<file path="config.mk">
export PLATFORM = sky130hd
export DESIGN_NAME = rad_async_fifo_rd_ctrl
export DESIGN_NICKNAME = d
export VERILOG_FILES = /design/src/rtl/rad_async_fifo_rd_ctrl.sv
export SDC_FILE = /design/constraint.sdc
export NUM_CORES = 1
export LEC_CHECK = 0
export ABC_AREA = 1
export CAP_MARGIN = 20
export CORE_MARGIN = 10
export CORE_UTILIZATION = 45
export CTS_BUF_LIST = sky130_fd_sc_hd__clkbuf_2 sky130_fd_sc_hd__clkbuf_4 sky130_fd_sc_hd__clkbuf_8
export DETAILED_ROUTE_END_ITERATION = 10
export HOLD_SLACK_MARGIN = 0.12
export PLACE_DENSITY = 0.84
export SYNTH_ARGS = -nofsm -noshare
export SYNTH_HDL_FRONTEND = slang
export SYNTH_SLANG_ARGS = --single-unit
</file>
<file path="constraint.sdc">
create_clock -name rclk -period 2.6 [get_ports rclk]
set_clock_uncertainty 0.1 [all_clocks]
set_input_delay 0.26 -clock rclk [delete_from_list [all_inputs] [get_ports rclk]]
set_output_delay 0.26 -clock rclk [all_outputs]
set_load 0.005 [all_outputs]
</file>
<file path="src/rtl/rad_async_fifo_rd_ctrl.sv">
// Read-side controller of the dual-clock FIFO: read pointer (binary/Gray), empty flag,
// fill level, and a one-word prefetch register presented as a valid/ready stream.
module rad_async_fifo_rd_ctrl #(
  parameter int DSIZE    = 8,
  parameter int ADDRSIZE = 3
) (
  input  logic                rclk,
  input  logic                rrst,
  input  logic [ADDRSIZE:0]   rq2_wptr,
  input  logic [DSIZE-1:0]    mem_rdata,
  output logic [ADDRSIZE-1:0] raddr,
  output logic [ADDRSIZE:0]   rptr,
  output logic                rempty,
  output logic [DSIZE-1:0]    rdata,
  output logic                rvalid,
  input  logic                rready,
  output logic [ADDRSIZE:0]   rlevel
);
  localparam int PW = ADDRSIZE + 1;

  logic [PW-1:0] rbin, rbin_next, rgray_next, wbin;
  logic          rinc;

  // Fetch whenever a word is visible and the output register is free or being drained.
  assign rinc       = !rempty && (!rvalid || rready);
  assign rbin_next  = rbin + PW'(rinc);
  assign rgray_next = (rbin_next >> 1) ^ rbin_next;
  assign raddr      = rbin[ADDRSIZE-1:0];

  // Gray to binary: each bit is the XOR of itself and all higher Gray bits.
  for (genvar g = 0; g < PW; g++) begin : g_g2b
    assign wbin[g] = ^rq2_wptr[PW-1:g];
  end

  always_ff @(posedge rclk) begin
    if (rrst) begin
      rbin   <= '0;
      rptr   <= '0;
      rempty <= 1'b1;
      rlevel <= '0;
      rvalid <= 1'b0;
      rdata  <= '0;
    end else begin
      rbin   <= rbin_next;
      rptr   <= rgray_next;
      rempty <= (rgray_next == rq2_wptr);
      rlevel <= wbin - rbin_next;
      if (rinc) begin
        rdata  <= mem_rdata;
        rvalid <= 1'b1;
      end else if (rvalid && rready) begin
        rvalid <= 1'b0;
      end
    end
  end
endmodule
</file>
Word-level counts from Yosys, hierarchy flattened
Cells that the tools add are included.
Widths: inputs -> output; s select.
{"block": "word_totals", "out_inout_bits": 21, "inputBits": 15, "rom_bits": 0, "ramBits": 0, "memories": 0, "regBits": 22, "latch_bits": 0, "elab_cells": 21}
{"block": "classes", "order_cmp": 0, "div_mod_pow": 0, "n_reduce_logical": 9, "multipliers": 0, "eq_ne": 1, "bitwise_logic": 1, "n_shift": 0, "n_addsub": 2, "muxes": 2}
{"operator": "$add 4x1->4", "count": 1}
{"operator": "$eq 4x4->1", "count": 1}
{"operator": "$reduce_xor 4->1", "count": 1}
{"operator": "$sub 4x4->4", "count": 1}
{"operator": "$xor 3x4->4", "count": 1}
{"operator": "$reduce_xor 3->1", "count": 1}
{"operator": "$logic_and 1x1->1", "count": 2}
{"operator": "$logic_not 1->1", "count": 2}
{"operator": "$mux 1", "count": 2}
{"operator": "$reduce_bool 2->1", "count": 1}
{"operator": "$reduce_xor 2->1", "count": 1}
{"operator": "$logic_or 1x1->1", "count": 1}

Logic depth before layout (Yosys ltp)
{"block": "logic_depth", "ltp_word": 6, "mapped_depth": 13, "ltp_nobuf": 13}

Least setup slack after synthesis
No wires, ideal clock.
{"block": "synth_timing", "path_type": "register to register", "start": "reg rvalid", "end": "reg rlevel[3]", "path_slack_ns": 0.484, "stages_incl_launch_ff": 12, "required_ns": 2.387, "synth_period_minus_slack_ns": 2.116, "n_path_buf": 0, "t_arrival_ns": 1.903, "setup_ns": 0.113, "cell_sequence": "dfxtp_1 > a21oi_2 > ha_1 > ha_1 > inv_1 > ha_1 > inv_1 > nor2_1 > o21ai_0 > nand2_1 > nor2_1 > nor2_1"}
{"block": "synth_between", "elab_chain_len": 5}
{"item": "from (decl)", "line": "15", "source": "output logic rvalid,"}
{"item": "from (signal assigned)", "line": "41", "source": "rvalid <= 1'b0;"}
{"item": "from (signal assigned)", "line": "50", "source": "rvalid <= 1'b1;"}
{"item": "from (signal assigned)", "line": "52", "source": "rvalid <= 1'b0;"}
{"item": "$logic_not 1->1", "line": "25", "source": "assign rinc = !rempty && (!rvalid || rready);"}
{"item": "$logic_or 1x1->1", "line": "25"}
{"item": "$logic_and 1x1->1", "line": "25"}
{"item": "net rinc", "line": "22", "source": "logic rinc;"}
{"item": "$add 4x1->4", "line": "26", "source": "assign rbin_next = rbin + PW'(rinc);"}
{"item": "net rbin_next[1]", "line": "21", "source": "logic [PW-1:0] rbin, rbin_next, rgray_next, wbin;"}
{"item": "$sub 4x4->4", "line": "47", "source": "rlevel <= wbin - rbin_next;"}
{"item": "to (signal assigned)", "line": "47"}
{"item": "to (decl)", "line": "17", "source": "output logic [ADDRSIZE:0] rlevel"}
The timed path passes the listed nets, and every way through them passes these cells.
A chain may end at the register's enable or synchronous reset.

Worst setup path after layout
{"block": "layout_timing", "start": "in rq2_wptr[3]", "end": "reg rlevel[1]"}
{"block": "layout_between", "elab_chain_len": 2, "word_cells_on_any_way": 3, "cone_classes": "1 x add/sub; 2 x reduce/logical"}
{"item": "from (decl)", "line": "9", "source": "input logic [ADDRSIZE:0] rq2_wptr,"}
{"item": "$reduce_xor 4->1 / $reduce_xor 3->1 (equally long branches)", "line": "32", "source": "assign wbin[g] = ^rq2_wptr[PW-1:g];"}
{"item": "$sub 4x4->4 (*)", "line": "47"}
Mark *: on every way between the ends. The rest lies on a longest branch, timed or not.

==> reports/results.txt <==
sequential share of the synthesized area -> 0.4291
Rows -> 16
R2R Path Start -> rvalid
cts repair resizes -> 0
Hold Crit Class -> register to register
Peak VDD IR -> 361.2 uV
ANT cells -> 0
Synth cell types -> 15
power per cell area -> 559.9 nW/um^2
number of max-cap violations -> 0
post-layout min period -> 2239 ps
#FFs+latches synth -> 21
Post CTS Setup Buffer Count -> 0
detailed-route via count -> 1034
share of cells above drive strength 1 -> 0.05556
area grow syn2layout -> 43.93%
Post-Syn Area -> 979.7 um^2
largest net degree at the start of global routing -> 13
Die ar. -> 4444 um^2
H-tree levels -> 1
global route total overflow -> 0
# setup viols final -> 0
CTS Sinks -> 21
Synth Area in Simple Gates -> 0.3282
Slowest Stage Delay on Critical Path -> 530 ps
xor-xnor portion of the synthesized cell area -> 0.02682
Starting Density -> 0.4845
initial antenna violation count -> 0
Hold Startpoint -> rempty
CTS tree -> built
mean post-synth cell area -> 7.048 um^2
Worst Path Required -> 2700 ps
number of global-route vias before repair -> 1025
hold_buf cts -> 0
Worst EP arrival -> 2340 ps
Final ANT Viol Nets -> 0
dpl cell area -> 1383 um^2
Mapped Cells -> 139
CTS Buf Count -> 3
Placer Congestion -> 0.8670
Layout Nets -> 201
adder-cell area share of the yosys netlist -> 0.07152
Leak -> 0.6663 nW
clk root buf -> clkbuf_4
Die Y -> 66.66 um
Slowest-stage cell, CP -> clkdlybuf4s50_1
pin slew with the least headroom to its limit -> 473.9 ps
CP max FO -> 4
first-pass GRT wire length -> 4554 um
Routed WL -> 2758 um
Synth area leaders -> dfxtp_1, nand2_1, nor2_1
Tcrit/Tclk final -> 0.8613
Syn Nets -> 159
footprint of the multi-input gates -> 491.7 um^2
DP HPWL -> 2244 um
DRC violations left -> 0
WS Path Type -> input port to register
compound-cell area share of the yosys netlist -> 0.07535
GRT Total Usage -> 0.1311
Port Buf Inserts -> 35
Iter 0 DRT Violations -> 81
largest area contributor in the netlist -> dfxtp_1
CTS Buffer Depth -> 2
Setup crit start kind -> input port
Final Hold Fails -> 0
# IOs -> 36
synth warn -> 0
Critical Path End Type -> register
achievable frequency -> 446.5 MHz
Yosys top cell area share -> 0.4291
Crit path buffers/inverters -> 5
cell repeated most along the worst path -> inv_1
Pins Over Slew Limit -> 0
mux cell area share after synthesis -> 0
Clock transition at path regs -> 120 ps
Die X -> 66.66 um
Pre-Repair DR Iteration Count -> 4
RSZ-0062 raised after global routing -> no
TNS Setup -> 0 ps
sequential cell area -> 420.4 um^2
outcome -> completed
largest family of logic cells by synthesized area -> simple AND/OR/NAND/NOR gates
Crit path max-delay family -> buffers and inverters
clk_lat worst skew -> 310 ps
fillers -> 167
worst path cell trace -> clkdlybuf4s50_1 > inv_1 > nand2_1 > nand2_1 > xor2_1 > xor2_1 > inv_1 > ha_1 > inv_1 > fa_1 > inv_1 > nor2_1
routed vias/inst -> 4.995
wire per inst -> 13.32 um
Worst Setup SP -> rq2_wptr[3]
core area -> 2022 um^2
worst rel slew slack -> 0.6831
Final Cell Area -> 1410 um^2
-- sequential cells by signal, indices dropped and copies added, names as in the netlist --
register and flops:
rptr 4, rbin 3, rvalid 1, rlevel 4, rdata 8, rempty 1
-- cell usage after synthesis --
master	number
inv_1	17
clkbuf_1	1
nand2_1	35
nand2_2	1
nand4_1	2
fa_1	1
a21oi_2	1
nand3_2	1
nor2_1	27
nand3_1	12
a21oi_1	4
ha_1	4
o21ai_0	9
dfxtp_1	21
xor2_1	3
-- area by class of cell --
type | instances | share of cell area
repair buffers | 38 | 0.2644
clock inverters | 1 | 0.003549
flip-flops and latches | 21 | 0.2981
inverters | 17 | 0.04525
well taps | 27 | 0.02396
clock buffers | 3 | 0.01597
multi-input cells | 100 | 0.3487
-- path summary, 6_finish.rpt --
path              depth (start not counted)         to  slack (ps)
setup / recovery                         12  rlevel[1]         360
hold / removal                            1     rvalid         390
setup reg to reg                         12  rlevel[3]         420
hold reg to reg                           1     rvalid         390
-- cells by family (layout without fill, tap and decap cells) --
kind of cell / count (synthesis) / count (layout)
compound gates: 14 / 14
fa+ha+maj: 5 / 5
simple gates: 78 / 78
xor+xnor: 3 / 3
flops: 21 / 21
buf+inv: 18 / 59
-- metal layers --
metal  vias to the layer above  routed length, um  GRT usage
met4                         0                 57    0.07330
met1                       481               1084     0.1460
met5                         -                  0          0
li1                        521                  -          -
met3                         5                168    0.03679
met2                        27               1447     0.2180
-- layout by cell type (no fill, tap or decap) --
cell / Yosys / final
nand2_1: 35 / 35
clkdlybuf4s50_1: 0 / 35
nor2_1: 27 / 27
dfxtp_1: 21 / 21
inv_1: 17 / 17
nand3_1: 12 / 12
o21ai_0: 9 / 9
a21oi_1: 4 / 4
ha_1: 4 / 4
xor2_1: 3 / 3
clkbuf_4: 0 / 3
buf_4: 0 / 3
nand4_1: 2 / 2
a21oi_2: 1 / 1
nand2_2: 1 / 1
nand3_2: 1 / 1
fa_1: 1 / 1
clkinv_2: 0 / 1
-- report_power, final --
group | switching, mW | internal [mW]
clock network | 0.104 | 0.0576
logic | 0.118 | 0.133
registers | 0.0184 | 0.359
-- metrics by stage --
| step | util | setup slack [ps] | hold WS, ps | power, mW | cells |
|---|---|---|---|---|---|
| after detailed placement | 0.6838 | 31.94 | 371.8 | 0.6367 | 203 |
| final | 0.6974 | 360.6 | 385.3 | 0.7896 | 207 |
| after floorplan | - | 484.4 | 229.1 | 0.4977 | 139 |
| after global routing | 0.6974 | 184.8 | 435.5 | 0.8404 | 207 |
| after global placement | 0.6838 | 132.1 | 359.2 | 0.6245 | 203 |
| after CTS | 0.6974 | 362.9 | 389.7 | 0.7924 | 207 |
No activity file was read; power rests on OpenSTA's default activity.
==> variant: new RTL, config.mk and constraints unchanged <==
The parameter `DSIZE` goes from 8 to 4.
--- a/src/rtl/rad_async_fifo_rd_ctrl.sv
+++ b/src/rtl/rad_async_fifo_rd_ctrl.sv
@@ -1,7 +1,7 @@
 // Read-side controller of the dual-clock FIFO: read pointer (binary/Gray), empty flag,
 // fill level, and a one-word prefetch register presented as a valid/ready stream.
 module rad_async_fifo_rd_ctrl #(
-  parameter int DSIZE    = 8,
+  parameter int DSIZE    = 4,
   parameter int ADDRSIZE = 3
 ) (
   input  logic                rclk,
Interface: changed (resized mem_rdata and rdata); port bits go from 36 to 28. No check against the original RTL was run, so the function may have changed too.
==> variant against the original RTL <==
- die area shrank 8.2%
- critical path depth stayed put
- area after synthesis fell by 12%
- total power decreased by 15%
- wire length is 18% lower
- sequential power decreased by 19%
- cell count is 12% lower
- synthesized cell count fell by 11%
- sequential cell count decreased by 4
- cell area shrank 13%
- setup slack better by 0.056 ns
- critical endpoint is now rlevel[2]
- largest power group unchanged
==> variant: results (changes against the original RTL) <==
- Largest net degree at the start of global routing: 12 (-1)
- Post-synthesis cell type count: 16 (+1)
- Routed WL: 2.25 mm (-18%)
- Vias in the first global route: 869 (-15%)
- Crit Path Max Fanout: 6 (+2)
- Sw power: 207 uW (-14%)
- Top flop regs: rdata x4, rlevel x4, rptr x4
- Grt met2 use: 0.199 (-0.0190)
- Worst vdd ir: 0.369 mV (+2.3%)
- Starting DRT DRC Count: 28 (-65%)
- Fillers: 144 (-14%)
- Met3 usage in global routing: 0.0366 (-0.000204)
- Relative slew slack: 0.711 (+0.0281)
- Drt wl/cell: 12.3 um (-7.8%)
- Logic power comb: 223 uW (-11%)
- Commonest cells post-synth: nand2_1 (31), nor2_1 (19), inv_1 (18), dfxtp_1 (17), nand3_1 (11)
- Synth Area in XOR/XNOR: 0.0202 (-0.00659)
- Clk Latency, worst-skew pair: 0.30 ns
- Crit path DAT: 2.32 ns (-0.02 ns)
- Status: complete, no violations
- Switch share: 0.308 (+0.00335)
- All-Layer GR Usage: 0.115 (-0.0160)
- Worst setup startpoint: rready
- Pre-antenna DRT Iters: 4 (unchanged)
- I/O Buffers: 27 (-23%)
- Clk network pwr share: 0.216 (+0.012)
- Gate count of the mapped netlist: 124 (-11%)
- Post-synthesis adder-cell area fraction: 0.0809 (+0.00941)
- Dpl ws: 0.109 ns (+0.0775 ns)
- Top post-synthesis cells by area: dfxtp_1 (39%), nand2_1 (13%), nor2_1 (8.2%)
- M1 WL: 909 um (-16%)
- Hold path startpoint: rempty
- Hpwl dp: 1.87 mm (-17%)
- Share of cells above drive strength 1: 0.0949 (+0.0394)
- Met1 Usage GRT: 0.120 (-0.0260)
- Vias/cell: 4.82 (-3.5%)
- Placed Area: 1190 sq um (-14%)
- Synth Area in Compound Gates: 0.0636 (-0.0118)
- Mapped Nets: 140 (-12%)
- Leak: 0.597 nW (-10%)
- GPL Wtd Cong: 0.914 (+5.4%)
- Routed wl met2: 1.14 mm (-22%)
- Nets: 175 (-13%)
- First-pass GRT wire length: 3.82 mm (-16%)
- Sequential-to-total area share from yosys stat: 0.393 (-0.0361)
- Clock slew at reported path FFs: 0.10 ns (-0.02 ns)
- Met3 wire length: 147 um (-13%)
-- variant: path summary, 6_finish.rpt --
kind	to	slack, ns	cells after the start
setup / recovery	rlevel[2]	0.42	12
hold / removal	rvalid	0.37	1
setup reg to reg	rlevel[2]	0.48	10
hold reg to reg	rvalid	0.37	1
-- variant: cell type report --
class / instances / area [sq um] / share of cell area
well taps: 25 / 31.3 / 0.0256
flip-flops and latches: 17 / 340 / 0.279
inverters: 18 / 67.6 / 0.0553
clock buffers: 3 / 22.5 / 0.0184
multi-input cells: 88 / 454 / 0.372
clock inverters: 1 / 5.00 / 0.00410
repair buffers: 31 / 300 / 0.246
-- variant: worst max-delay path, cell delays in order --
cell             delay (ns)
clkdlybuf4s50_1        0.40
inv_1                  0.07
a21oi_1                0.06
buf_4                  0.15
ha_1                   0.20
ha_1                   0.31
inv_1                  0.06
buf_4                  0.15
fa_1                   0.41
inv_1                  0.08
o21ai_1                0.07
a21oi_1                0.11
